**src/rtl/uart_rx_fifo.sv**
```systemverilog
// uart_rx_fifo: receive-side byte buffer between the UART receiver and the host.
// Words land either directly in the output register (when it is free and the
// RAM is empty) or in a circular RAM behind it. The output register is also the
// registered read port of that RAM, so a word written into an empty FIFO is
// visible one edge later, and a consumer holding ready high drains one word
// per cycle.
module uart_rx_fifo #(
    parameter int P_UART_DATA_WIDTH = 8,
    parameter int P_FIFO_DEPTH      = 16,
    parameter int P_AFULL_THRESH    = 12
) (
    input  logic                               i_u_clk,
    input  logic                               i_u_rst_n,
    input  logic [P_UART_DATA_WIDTH-1:0]       i_rx_data,
    input  logic                               i_rx_valid,
    output logic [P_UART_DATA_WIDTH-1:0]       o_rd_data,
    output logic                               o_rd_valid,
    input  logic                               i_rd_ready,
    output logic [$clog2(P_FIFO_DEPTH):0]      o_fifo_level,
    output logic                               o_almost_full,
    output logic                               o_overflow,
    input  logic                               i_clr_overflow
);

    localparam int PW = $clog2(P_FIFO_DEPTH);
    localparam int LW = PW + 1;
    localparam logic [LW-1:0] DEPTH_L = LW'(P_FIFO_DEPTH);
    localparam logic [LW-1:0] AFULL_L = LW'(P_AFULL_THRESH);

    // The RAM is sized to the full power-of-two depth so pointers wrap
    // naturally; at most P_FIFO_DEPTH-1 entries are ever occupied because the
    // output register holds the remaining word.
    logic [P_UART_DATA_WIDTH-1:0] mem [P_FIFO_DEPTH];

    logic [PW-1:0]                wr_ptr_reg, wr_ptr_next;
    logic [PW-1:0]                rd_ptr_reg, rd_ptr_next;
    logic [LW-1:0]                ram_count_reg, ram_count_next;
    logic [LW-1:0]                level_reg, level_next;
    logic [P_UART_DATA_WIDTH-1:0] rd_data_reg;
    logic                         rd_valid_reg, rd_valid_next;
    logic                         almost_full_reg, almost_full_next;
    logic                         overflow_reg, overflow_next;

    logic rd_xfer;
    logic wr_accept;
    logic drop;
    logic out_free;
    logic ram_empty;
    logic load_from_ram;
    logic load_from_input;
    logic ram_write;

    // Handshake decode, datapath steering and next-state arithmetic.
    always_comb begin
        rd_xfer          = 1'b0;
        wr_accept        = 1'b0;
        drop             = 1'b0;
        out_free         = 1'b0;
        ram_empty        = 1'b0;
        load_from_ram    = 1'b0;
        load_from_input  = 1'b0;
        ram_write        = 1'b0;
        wr_ptr_next      = wr_ptr_reg;
        rd_ptr_next      = rd_ptr_reg;
        ram_count_next   = ram_count_reg;
        level_next       = level_reg;
        rd_valid_next    = rd_valid_reg;
        almost_full_next = almost_full_reg;
        overflow_next    = overflow_reg;

        rd_xfer   = rd_valid_reg && i_rd_ready;
        // A read in the same cycle frees a slot, so a full FIFO still accepts.
        wr_accept = i_rx_valid && ((level_reg < DEPTH_L) || rd_xfer);
        drop      = i_rx_valid && !wr_accept;

        // Output register can take a new word if it is empty or being consumed.
        out_free  = !rd_valid_reg || rd_xfer;
        ram_empty = (ram_count_reg == '0);

        // RAM contents are older than the incoming word, so they go first;
        // the incoming word bypasses the RAM only when nothing is queued.
        load_from_ram   = out_free && !ram_empty;
        load_from_input = out_free && ram_empty && wr_accept;
        ram_write       = wr_accept && !load_from_input;

        wr_ptr_next    = wr_ptr_reg + PW'(ram_write);
        rd_ptr_next    = rd_ptr_reg + PW'(load_from_ram);
        ram_count_next = ram_count_reg + LW'(ram_write) - LW'(load_from_ram);

        rd_valid_next  = out_free ? (load_from_ram || load_from_input) : 1'b1;

        level_next       = level_reg + LW'(wr_accept) - LW'(rd_xfer);
        almost_full_next = (level_next >= AFULL_L);

        // A drop in the same cycle as a clear keeps the flag set.
        if (drop) begin
            overflow_next = 1'b1;
        end else if (i_clr_overflow) begin
            overflow_next = 1'b0;
        end
    end

    // Control and status registers, plus the output register that doubles as
    // the RAM's registered read port.
    always_ff @(posedge i_u_clk or negedge i_u_rst_n) begin
        if (!i_u_rst_n) begin
            wr_ptr_reg      <= '0;
            rd_ptr_reg      <= '0;
            ram_count_reg   <= '0;
            level_reg       <= '0;
            rd_data_reg     <= '0;
            rd_valid_reg    <= 1'b0;
            almost_full_reg <= 1'b0;
            overflow_reg    <= 1'b0;
        end else begin
            wr_ptr_reg      <= wr_ptr_next;
            rd_ptr_reg      <= rd_ptr_next;
            ram_count_reg   <= ram_count_next;
            level_reg       <= level_next;
            rd_valid_reg    <= rd_valid_next;
            almost_full_reg <= almost_full_next;
            overflow_reg    <= overflow_next;
            // Data holds its last value when nothing new is loaded.
            if (load_from_ram) begin
                rd_data_reg <= mem[rd_ptr_reg];
            end else if (load_from_input) begin
                rd_data_reg <= i_rx_data;
            end
        end
    end

    // RAM write port; no reset so it maps onto block RAM. Stale contents are
    // unreachable after reset because the pointers and count restart at zero.
    always_ff @(posedge i_u_clk) begin
        if (ram_write) begin
            mem[wr_ptr_reg] <= i_rx_data;
        end
    end

    assign o_rd_data     = rd_data_reg;
    assign o_rd_valid    = rd_valid_reg;
    assign o_fifo_level  = level_reg;
    assign o_almost_full = almost_full_reg;
    assign o_overflow    = overflow_reg;

endmodule

```
**config.mk**
```make
export PLATFORM = sky130hd
export DESIGN_NAME = uart_rx_fifo
export DESIGN_NICKNAME = d
export VERILOG_FILES = /design/src/rtl/uart_rx_fifo.sv
export SDC_FILE = /design/constraint.sdc
export NUM_CORES = 1
export LEC_CHECK = 0
export BUFFER_PORTS_ARGS = -buffer_cell sky130_fd_sc_hd__buf_2
export CORE_MARGIN = 8
export CORE_UTILIZATION = 40
export CTS_CLUSTER_DIAMETER = 100
export CTS_CLUSTER_SIZE = 14
export DETAILED_ROUTE_END_ITERATION = 6
export HOLD_SLACK_MARGIN = 0.15
export MAX_ROUTING_LAYER = met4
export PLACE_DENSITY_LB_ADDON = 0.05
export SETUP_SLACK_MARGIN = 0.05
export SYNTH_ARGS = -nofsm -noshare
export SYNTH_HDL_FRONTEND = slang
export SYNTH_SLANG_ARGS = --single-unit
```
**constraint.sdc**
```tcl
create_clock -name i_u_clk -period 3.9 [get_ports i_u_clk]
set_input_delay 0.78 -clock i_u_clk [delete_from_list [all_inputs] [get_ports i_u_clk]]
set_output_delay 0.78 -clock i_u_clk [all_outputs]
set_load 0.05 [all_outputs]
```
Yosys cells after proc, flatten, opt, wreduce, memory -nomap -nowiden
Memory sizes are Yosys's and may differ from the RTL's.
Index checks and enable logic that the tools add are counted.
- RAM bits: 128
- bits of input ports: 13
- memories kept: 1
- register bits: 29
- output and inout bits: 16
- memories (name ; words ; width ; rd ports ; clocked after Yosys merged registers in ; write ports ; line ; source):
    mem ; 16 ; 8 ; 1 ; 0 ; 1 ; 33 ; logic [P_UART_DATA_WIDTH-1:0] mem [P_FIFO_DEPTH];
- reductions and logical operators: 17
- $add $sub $neg: 6
- muxes and demuxes: 7
- $lt $le $gt $ge: 2
- operators by type and width (cell ; count):
    8-bit 2-to-1 mux ; 2
    5-bit by 1-bit adder with 5-bit output ; 2
    5-bit by 1-bit subtractor with 5-bit output ; 2
    4-bit by 1-bit adder with 4-bit output ; 2
    1-bit logical AND ; 7
    5-bit by 4-bit >= comparator with 1-bit output (second input constant) ; 1
    5-bit zero test ; 1
    5-bit < comparator (second input constant) ; 1
    1-bit 2-to-1 mux ; 5
    1-bit zero test ; 4
    2-bit nonzero test ; 2
    1-bit logical OR ; 3

Depth between registers and ports, before layout
Gate-level depths: netlist of run 1.
- depth after elaboration: 8
- depth in mapped cells: 14

Worst setup path after synthesis of run 1
No wires, ideal clock.
- kind: input-to-reg
- start point: in i_rd_ready
- end point: reg ram_count_reg[4]
- setup slack: 1.186 ns
- stages: 11
- library setup time: 0.123 ns
- arrival: 2.591 ns
- required time: 3.777 ns
- buffers on the path: 0
- cells stage by stage: nand2b_1 > a221oi_4 > inv_1 > ha_1 > inv_1 > ha_1 > fa_1 > a21oi_1 > nor2_1 > nor2_1 > xnor2_1
- cells in the longest elaborated chain, start to end: 8
- ends and longest elaborated chain (item ; line ; source):
    start, declared ; 18 ; input logic i_rd_ready,
    1-bit logical AND (*) ; 71 ; rd_xfer = rd_valid_reg && i_rd_ready;
    1-bit logical OR (on tied branches) ; 77, 73 ;
    1-bit logical AND (on tied branches) ; 83, 73 ;
    1-bit logical AND ; 83 ; load_from_input = out_free && ram_empty && wr_accept;
    1-bit zero test ; 84 ; ram_write = wr_accept && !load_from_input;
    1-bit logical AND ; 84 ;
    5-bit by 1-bit adder with 5-bit output ; 88 ; ram_count_next = ram_count_reg + LW'(ram_write) - LW'(load_from_ram);
    5-bit by 1-bit subtractor with 5-bit output (*) ; 88 ;
    net ram_count_next[4] ; 37 ; logic [LW-1:0] ram_count_reg, ram_count_next;
    end signal, assigned ; 118 ; ram_count_reg <= ram_count_next;
    end, declared ; 37 ;
The timed path passes the listed nets; every way through them passes the cells marked *.
A chain may end at the register's enable or synchronous reset.

Final worst setup path of run 1
- start point: reg ram_count_reg[3]
- end point: reg ram_count_reg[4]
- cells in the longest elaborated chain, start to end: 7
- ends and longest elaborated chain (item ; line ; source):
    5-bit zero test ; 78 ; ram_empty = (ram_count_reg == '0);
    1-bit logical AND (2 in a row) ; 83 ;
    1-bit zero test ; 84 ;
    1-bit logical AND ; 84 ;
    5-bit by 1-bit adder with 5-bit output ; 88 ;
    5-bit by 1-bit subtractor with 5-bit output (*) ; 88 ;
    net ram_count_next[4] ; 37 ;
Marks and branches as above.

==> results.md, run 1 <==
* R2R depth at 13
* Arr. time, crit path at between 3000 and 4000 ps
* Final ANT Viol Nets at 0
* Post-CTS Resized at 0
* Initial antenna violation count at 0
* First DRT Iteration DRCs at 215
* First-pass GRT wire length at 20.7 mm
* Post-place instance area at 0.00684 mm²
* Largest Register: mem
* H-tree levels at 4
* Routed wire length at 13.5 mm
* CTS Hold Bufs at 0
* Lkg Pwr at approximately 0.0026 µW
* Core area at between 0.015 and 0.02 mm²
* Max-slew headroom at 44.9%
* Total gr overflow at 0
* Routed vias at 3,214
* EDFF count, synth at around 130
* Synth Flop Type: edfxtp_1
* Setup crit start kind: flip-flop
* CTS tree: built
* Maximum clock frequency at about 0.33 GHz
* Largest register FFs at about 130
* Post-synth ARST share at between 10% and 20%
* Max Buffers Root-to-Sink at 2
* Final #Nets at 430
* Routability cong. at 0.777
* Dpl cells at just under 600
* Max Fanout on Critical Path at 10
* Postcts setup bufs at 0
* Remaining DRCs at 0
* Row count at 46
* Final setup fails at 0
* N_diodes at 0
* Synthesis-to-layout area growth at 14.8%
* Total track usage at between 10% and 20%
* RSZ-0062 raised after global routing: false
* Post-synth top area cell: edfxtp_1
* Final cell count without fillers at ~630
* Register area share after synthesis at around 70%
* Synth cell count leaders: 128 x edfxtp_1, 29 x dfrtp_1, 24 x mux4_2
* Fin. max-slew vios at 0
* Clock Tree Root: clkbuf_16
* Yosys Warn Count at 0
* Synth Register Bits at ~160
* Reg2reg start: ram_count_reg[3]$_DFF_PN0_
* Synthesized instance count at 362
* DIE AREA at a little over 0.02 mm²
* Vias in the first global route at approximately 3.5k
* Initial DRT Pass Iterations at 4
* Fin crit period at 3010 ps
* Yosys top cell area share at 59.3%
* # IOs at 29
* Kind of critical path: flip-flop to flip-flop
* Fillers at approximately 1.4k
* WP data required at roughly 4200 ps
* Clock sink count at 157
* Worst-path clk slew at approximately 60 ps
* TritonCTS Buffers at 17
* Final Instance Area at ~0.0074 mm²
* R2R Path End: ram_count_reg[4]$_DFF_PN0_
* Crit end category: flip-flop
* Slew @ Worst Pin at 824 ps
* Status: completed
* Syn_area_per_cell at approximately 18 µm²
* Final period util at 77.1%
* Dpl hpwl at just under 9 mm
* Starting Density at 40.8%
* Final Hold Viols at 0
* PwrDens at about 780 mW/mm²
* Layout cells sized above 1 at between 20% and 30%
* Wire length per cell at 21.5 µm
* Max IR drop VDD at between 0.3 and 0.4 mV
* # port buffers at 28
* Largest net degree at the start of global routing at 34
* Clock Skew at 4.98 ps
* Yosys cell types at 44
* Later-pin clock latency in the skew report at roughly 420 ps
* Synth top area cells: edfxtp_1 59%, dfrtp_1 11%, mux4_2 8.3%, ha_1 2.9%, mux2i_1 2.5%
* Die Span Y at about 140 µm
* Die width at 143 µm
* Count leader, synth: edfxtp_1
* Syn nets at just under 400
* Post-DR vias/cell at approximately 5.1
* R2r setup slk at around 890 ps
* Mapped cell area at approximately 0.0065 mm²
* Total Neg Setup Slack at 0 ps
* Hold Path Class: primary input to asynchronous set/reset pin
* Max-cap viol count at 0
## metrics by stage
step	power [µW]	setup WS [ps]	util (%)	hold WS, ps
2_1_floorplan	3750	1190	-	484
3_3_place_gp	4210	860	43.1	487
3_5_place_dp	4230	841	43.1	499
4_1_cts	5920	852	46.9	415
5_1_grt	6150	646	46.9	458
6_report	5840	893	46.9	396
## power by group
part           total (µW)  switching (µW)  internal (µW)
logic                1840            1100            743
registers            2320             229           2090
clock network        1680             642           1040
total                5840            1970           3870
## kinds of logic after synthesis
kind of cell	share of synthesized area, %
fa+ha+maj	3.51
compound gates	5.42
buf+inv	2.95
simple gates	5.33
mux	10.8
xor+xnor	1.49
flops	70.5
## how the worst max path moves through the flow
| stage | from | end | slack [ps] |
|---|---|---|---|
| after global placement | i_rd_ready | ram_count_reg[4]$_DFF_PN0_ | 860 |
| after detailed placement | i_rd_ready | ram_count_reg[4]$_DFF_PN0_ | 840 |
| final | ram_count_reg[3]$_DFF_PN0_ | ram_count_reg[4]$_DFF_PN0_ | 890 |
| after CTS | ram_count_reg[3]$_DFF_PN0_ | ram_count_reg[4]$_DFF_PN0_ | 850 |
| after floorplan | i_rd_ready | ram_count_reg[4]$_DFF_PN0_ | 1190 |
| after global routing | ram_count_reg[3]$_DFF_PN0_ | ram_count_reg[4]$_DFF_PN0_ | 650 |
## cells in the final DEF (no fill, tap or decap), types with 5 or more instances in the layout
cell	count
clkbuf_16	17
dfrtp_1	28
nor3b_1	8
nor2_1	23
a22oi_1	8
mux4_2	24
inv_1	17
o22ai_1	9
buf_2	28
buf_4	7
a211oi_2	6
xnor2_1	6
ha_1	15
edfxtp_1	128
xor2_1	5
mux2i_1	16
a211oi_1	10
## area by class of cell
type,instances,area [µm²],share of cell area [%]
clock buffer,21,460,6.18
timing repair buffer,36,213,2.86
clock inverter,11,141,1.90
tap,216,270,3.63
multi-input combinational,170,1720,23.1
sequential,157,4570,61.4
inverter,18,67.6,0.908
## worst max-delay path: stages, from the launching register on
cell	delay, ps
dfrtp_1	390
inv_1	80
ha_1	150
nor4b_4	370
or2_1	400
inv_2	180
ha_1	320
inv_1	40
ha_1	200
fa_1	400
a21oi_1	140
nor2_1	50
nor2_1	110
xnor2_1	120
## routing by layer
layer  up-vias  GRT usage, %  wire length (µm)
met5         -             -                 0
met4         0          5.42               208
met3        15          3.82               648
met2        68          21.7              6350
met1      1647          18.6              6300
li1       1484             -                 -
No activity file was read; power rests on OpenSTA's default activity.
==> run 2: changes to the inputs <==
==> constraint.sdc (replaced) <==
create_clock -name i_u_clk -period 3.1 [get_ports i_u_clk]
set_input_delay 0.62 -clock i_u_clk [delete_from_list [all_inputs] [get_ports i_u_clk]]
set_output_delay 0.62 -clock i_u_clk [all_outputs]
set_load 0.05 [all_outputs]
==> results.md, run 2 (synthesis results as in run 1) <==
* Total track usage at approximately 15%
* Status: completed
* Multi-input gate area at between 0.0015 and 0.002 mm²
* Maximum clock frequency at between 0.3 and 0.4 GHz
* CP Cell Sequence: inv_1 -> ha_1 -> nor4b_4 -> or2_1 -> inv_2 -> ha_1 -> inv_1 -> ha_1 -> fa_1 -> a21oi_1 -> nor2_1 -> nor2_1 -> xnor2_1
* Die width at 143 µm
* Fin crit period at between 2000 and 3000 ps
* Row count at 46
* Clock sink count at roughly 160
* Slew @ Worst Pin at between 700 and 800 ps
* Reg2reg start: ram_count_reg[3]$_DFF_PN0_
* PwrDens at 992 mW/mm²
* Final #Nets at 444
* Routed vias at between 3k and 4k
* R2R depth at 13
* Reg area at between 0.004 and 0.005 mm²
* Final ANT Viol Nets at 0
* Crit path buf inv count at 3
* Total Neg Setup Slack at 0 ps
* Initial antenna violation count at 0
* Clock Tree Root: clkbuf_16
* Switching part of the total power at about 33%
* Clock Skew at approximately 15 ps
* Largest net degree at the start of global routing at 30
* Crit path max-delay family: adder cells
* Slowest CP cell: fa_1
* Seq pwr share at between 30 and 40%
* DIE AREA at between 0.02 and 0.025 mm²
* Post-DR vias/cell at around 5.2
* First-pass GRT wire length at about 21 mm
* Max Fanout on Critical Path at 10
* Final cell count without fillers at 643
* Lkg Pwr at about 0.0027 µW
* N_diodes at 0
* Post-place instance area at a little under 0.007 mm²
* Fillers at about 1.4k
* Layout cells sized above 1 at a little over a quarter
* Die Span Y at between 100 and 150 µm
* # port buffers at 28
* Max-slew headroom at around 48%
* Dpl hpwl at about 9 mm
* Initial DRT Pass Iterations at 4
* Hold Path Class: primary input to asynchronous set/reset pin
* RSZ-0062 raised after global routing: false
* Later-pin clock latency in the skew report at about 420 ps
* Comb power frac at between 30% and 40%
* Crit end category: flip-flop
* Core area at roughly 0.016 mm²
* H-tree levels at 4
* Setup crit start kind: flip-flop
* Wire length per cell at ~22 µm
* Max-cap viol count at 0
* Final Instance Area at approximately 0.0076 mm²
* Kind of critical path: flip-flop to flip-flop
* Cell Int Power at around 5000 µW
* Post-CTS Resized at 0
* Routed wire length at 13.9 mm
* Most frequent cells in the layout: 128 x edfxtp_1, 28 x buf_2, 28 x dfrtp_1
* Post-route total power at between 7000 and 8000 µW
* Switching pwr at between 2000 and 2500 µW
* Vias in the first global route at ~3.5k
* Final setup fails at 0
* Routability cong. at approximately 0.73
* Largest register FFs at 128
* Most common cell after layout, fill and taps aside: edfxtp_1
* Total gr overflow at 0
* Max IR drop VDD at about 0.43 mV
* WP data required at 3440 ps
* Synthesis-to-layout area growth at 16.9%
* Postcts setup bufs at 0
* # IOs at 29
* CTS tree: built
* R2R Path End: ram_count_reg[4]$_DFF_PN0_
* Clock group share of total power at between 20% and 30%
* Arr. time, crit path at 3010 ps
* Dpl cells at 611
* Max Buffers Root-to-Sink at 2
* Starting Density at approximately two fifths
* First DRT Iteration DRCs at roughly 270
* Final period util at ~86%
* CTS Hold Bufs at 0
* Largest Register: mem
* Final Hold Viols at 0
* Largest stage delay, worst path at about 400 ps
* Fin. max-slew vios at 0
* Remaining DRCs at 0
* Worst-path clk slew at about 60 ps
* Cell mode on critical path: ha_1
* TritonCTS Buffers at 17
* R2r setup slk at 430 ps
==> run 2: cell count changes in the layout (fill, tap and decap cells not counted), sizes merged <==
cell,change
clkinv,-3
clkbuf,+4
buf,+14
bufinv,+1
clkinvlp,-2
==> run 2: worst register-to-register path, cell delays in order (launching register included) <==
cell     delay [ps]
dfrtp_1         390
inv_1            80
ha_1            140
nor4b_4         340
or2_1           190
inv_2           110
ha_1            290
inv_1            40
ha_1            190
fa_1            410
a21oi_1         140
nor2_1           50
nor2_1          110
xnor2_1         120
==> run 2: per-layer routing <==
layer / part of all wire (%) / GRT usage (%) / vias to the layer above / routed length [µm]
met5: 0 / - / - / 0
met4: 1.9 / 6.09 / 0 / 268
met2: 46 / 21.8 / 78 / 6370
met1: 48 / 20.2 / 1746 / 6710
met3: 4.0 / 3.25 / 15 / 551
li1: - / - / 1511 / -
==> run 2: cell type report <==
| class | count | share of cell area, % |
|---|---|---|
| inverter | 18 | 0.891 |
| tap | 216 | 3.57 |
| multi-input combinational | 170 | 22.7 |
| sequential | 157 | 60.3 |
| timing repair buffer | 50 | 4.19 |
| clock inverter | 7 | 1.80 |
| clock buffer | 25 | 6.54 |
==> run 2: how the worst max path moves through the flow <==
stage                                    start                         end  slack, ps  cells past startpoint
floorplan                 o_rd_valid$_DFF_PN0_  ram_count_reg[4]$_DFF_PN0_        460                     11
global placement                    i_rd_ready  ram_count_reg[4]$_DFF_PN0_        430                     12
detailed placement                  i_rd_ready  ram_count_reg[4]$_DFF_PN0_        390                     12
CTS                 ram_count_reg[3]$_DFF_PN0_  ram_count_reg[4]$_DFF_PN0_        380                     13
global route        ram_count_reg[3]$_DFF_PN0_  ram_count_reg[4]$_DFF_PN0_        190                     13
finish              ram_count_reg[3]$_DFF_PN0_  ram_count_reg[4]$_DFF_PN0_        430                     13
==> run 2: stage by stage <==
step,setup WS [ps],hold WS [ps],util (%)
6_report,430,258,47.7
5_1_grt,187,307,47.7
3_5_place_dp,394,514,43.7
3_3_place_gp,426,486,43.7
2_1_floorplan,461,324,-
4_1_cts,378,273,47.7
==> run 2: power groups by stage <==
stage	Clock (µW)	Sequential (µW)	Combinational (µW)
4_1_cts	2270	2920	2430
3_3_place_gp	0	2950	2400
5_1_grt	2350	2960	2580
3_5_place_dp	0	2960	2420
6_report	2220	2910	2390
2_1_floorplan	0	3150	1570
==> run 3: changes to the inputs <==
--- a/config.mk
+++ b/config.mk
@@ -5,6 +5,7 @@
 export SDC_FILE = /design/constraint.sdc
 export NUM_CORES = 1
 export LEC_CHECK = 0
+export ABC_AREA = 1
 export BUFFER_PORTS_ARGS = -buffer_cell sky130_fd_sc_hd__buf_2
 export CORE_MARGIN = 8
 export CORE_UTILIZATION = 40
==> results.md, run 3 <==
* Wire length per cell at approximately 17 µm
* Maximum clock frequency at around 0.40 GHz
* Mapped cell area at a little over 0.007 mm²
* Total gr overflow at 0
* TritonCTS Buffers at 17
* DIE AREA at ~0.022 mm²
* Vias in the first global route at 4,578
* CTS Hold Bufs at 0
* Synth cell count leaders: 228 x nand2_1, 128 x edfxtp_1, 92 x nand3_1
* Cell Int Power at 4670 µW
* Max Fanout on Critical Path at 2
* Most common cell after layout, fill and taps aside: nand2_1
* Max-cap viol count at 0
* Yosys top cell area share at around 55%
* Clock sink count at ~160
* Final #Nets at approximately 750
* Largest register FFs at about 130
* Final setup fails at 0
* Clock Skew at slightly below 9 ps
* Later-pin clock latency in the skew report at 420 ps
* Setup crit start kind: flip-flop
* Status: completed
* Max-slew headroom at 51.0%
* Total track usage at 16.0%
* RSZ-0062 raised after global routing: false
* Syn_area_per_cell at around 10 µm²
* Switching pwr at just over 3000 µW
* Final ANT Viol Nets at 0
* Largest stage delay, worst path at roughly 400 ps
* EDFF count, synth at roughly 130
* PwrDens at between 900 and 1000 mW/mm²
* Die Span Y at ~150 µm
* Dpl hpwl at between 10 and 15 mm
* Synth top area cells: edfxtp_1 55%, nand2_1 12%, dfrtp_1 10%, nand3_1 6.5%, inv_1 4.7%
* Postcts setup bufs at 0
* Dpl cells at between 900 and 1k
* Largest Register: mem
* Slew @ Worst Pin at between 700 and 800 ps
* Worst-path clk slew at about 60 ps
* Post-CTS Resized at 0
* Fin. max-slew vios at 0
* Initial antenna violation count at 0
* CP Cell Sequence: inv_1 -> ha_1 -> inv_1 -> nor2_1 -> nand2_2 -> inv_2 -> nor2_4 -> ha_1 -> inv_1 -> ha_1 -> fa_1 -> a21oi_1 -> nor2_1 -> nor2_1 -> xor2_1
* Lkg Pwr at approximately 0.0035 µW
* Routed wire length at roughly 16 mm
* Fin util at between 40% and 50%
* First-pass GRT wire length at 25.6 mm
* Arr. time, crit path at between 2000 and 3000 ps
* Total Neg Setup Slack at 0 ps
* WP data required at roughly 3400 ps
* Kind of critical path: flip-flop to flip-flop
* Final cell count without fillers at between 900 and 1k
* Remaining DRCs at 0
* Layout cells sized above 1 at around 12%
* Synthesized instance count at 680
* Fin crit period at ~2500 ps
* Max IR drop VDD at around 0.47 mV
* Routability cong. at between 0.7 and 0.8
* Final Hold Viols at 0
* Yosys cell types at 25
* Clock group share of total power at between 20% and 30%
* Comb power frac at between 30% and 40%
* Syn nets at just over 700
* Seq pwr share at between 30% and 40%
* Post-place instance area at approximately 0.0074 mm²
* Register area share after synthesis at between 60% and 70%
* Slowest CP cell: fa_1
* Final Instance Area at ~0.0080 mm²
* Synth Register Bits at around 160
* H-tree levels at 4
* Routed vias at 4,531
* Synth Flop Type: edfxtp_1
* CTS tree: built
* Fillers at ~1.6k
* Post-synth top area cell: edfxtp_1
* Max Buffers Root-to-Sink at 2
* Hold Path Class: primary input to asynchronous set/reset pin
* Core area at 0.0172 mm²
* Synthesis-to-layout area growth at 13.0%
* Die width at between 100 and 150 µm
* Post-DR vias/cell at ~4.7
* Final period util at between 70% and 80%
* # port buffers at 28
* Row count at 48
* # IOs at 29
* Initial DRT Pass Iterations at 5
* Most frequent cells in the layout: 228 x nand2_1, 128 x edfxtp_1, 92 x nand3_1
* Starting Density at 40.8%
* N_diodes at 0
* Count leader, synth: nand2_1
* Clock Tree Root: clkbuf_16
* First DRT Iteration DRCs at 291
* Switching part of the total power at roughly two fifths
* Post-synth ARST share at ~18%
* Largest net degree at the start of global routing at 66
* Yosys Warn Count at 0
* Crit end category: flip-flop
[run 3: cell count changes after synthesis, sizes merged, moves of 16 or more]
cell and delta:
inv +75, nand3 +92, mux4 -24, mux2i -16, nand2 +226, nor2 +17, a211oi -16
[run 3: cell families (layout without fill, tap and decap cells)]
logic type,after synthesis,count (layout),share of synthesized area (%)
xor gates and xnor gates,12,12,1.49
and+or+nand+nor,365,365,21.8
AOI/OAI and AO/OA,8,8,0.764
buffers and inverters,121,170,7.77
DFF,157,157,64.9
adders and majority gates,17,17,3.23
[run 3: routing by layer]
layer | track usage, % | wire [µm] | up-vias
li1 | - | - | 2261
met1 | 19.8 | 7480 | 2183
met2 | 25.5 | 7820 | 63
met3 | 3.07 | 385 | 24
met4 | 6.43 | 340 | 0
met5 | - | 0 | -
[run 3: final cells by class]
| cell class | instances | area (µm²) | share of cell area, % |
|---|---|---|---|
| timing repair buffer | 43 | 265 | 3.33 |
| clock buffer | 19 | 433 | 5.44 |
| tap | 225 | 282 | 3.54 |
| multi-input combinational | 402 | 1920 | 24.2 |
| clock inverter | 13 | 126 | 1.59 |
| sequential | 157 | 4570 | 57.4 |
| inverter | 95 | 358 | 4.50 |
[run 3: per-stage QoR]
| stage | worst slack, ps | hold WS [ps] | total power [µW] |
|---|---|---|---|
| after detailed placement | 445 | 460 | 5880 |
| final | 624 | 234 | 7780 |
| after CTS | 614 | 249 | 7890 |
| after global placement | 474 | 458 | 5830 |
| after floorplan | 613 | 324 | 5100 |
| after global routing | 410 | 286 | 8340 |
[run 3: final timing paths]
path | from | to | slack [ps] | cells past startpoint
setup / recovery | ram_count_reg[2]$_DFF_PN0_ | ram_count_reg[4]$_DFF_PN0_ | 620 | 15
hold / removal | i_u_rst_n | ram_count_reg[3]$_DFF_PN0_ | 230 | 1
setup reg to reg | ram_count_reg[2]$_DFF_PN0_ | ram_count_reg[4]$_DFF_PN0_ | 620 | 15
hold reg to reg | o_rd_data[5]$_DFFE_PN0P_ | o_rd_data[5]$_DFFE_PN0P_ | 470 | 2
max in group asynchronous | i_u_rst_n | rd_ptr_reg[0]$_DFF_PN0_ | 2380 | 1
min in group i_u_clk | i_clr_overflow | o_overflow$_DFFE_PN0P_ | 380 | 2
[run 3: power by group through the flow]
stage | clock network (µW) | registers (µW) | logic, µW
final | 1990 | 2810 | 2980
after global routing | 2120 | 2860 | 3360
after CTS | 2040 | 2810 | 3040
after detailed placement | 0 | 2850 | 3020
after global placement | 0 | 2850 | 2980
after floorplan | 0 | 3160 | 1930
[run 3: worst max-delay path, delay by kind of cell (launching register included)]
family,cells,cell delay (ps)
compound gates,1,150
xor+xnor,1,170
fa+ha+maj,4,1010
buf+inv,4,240
flops,1,380
simple gates,5,450
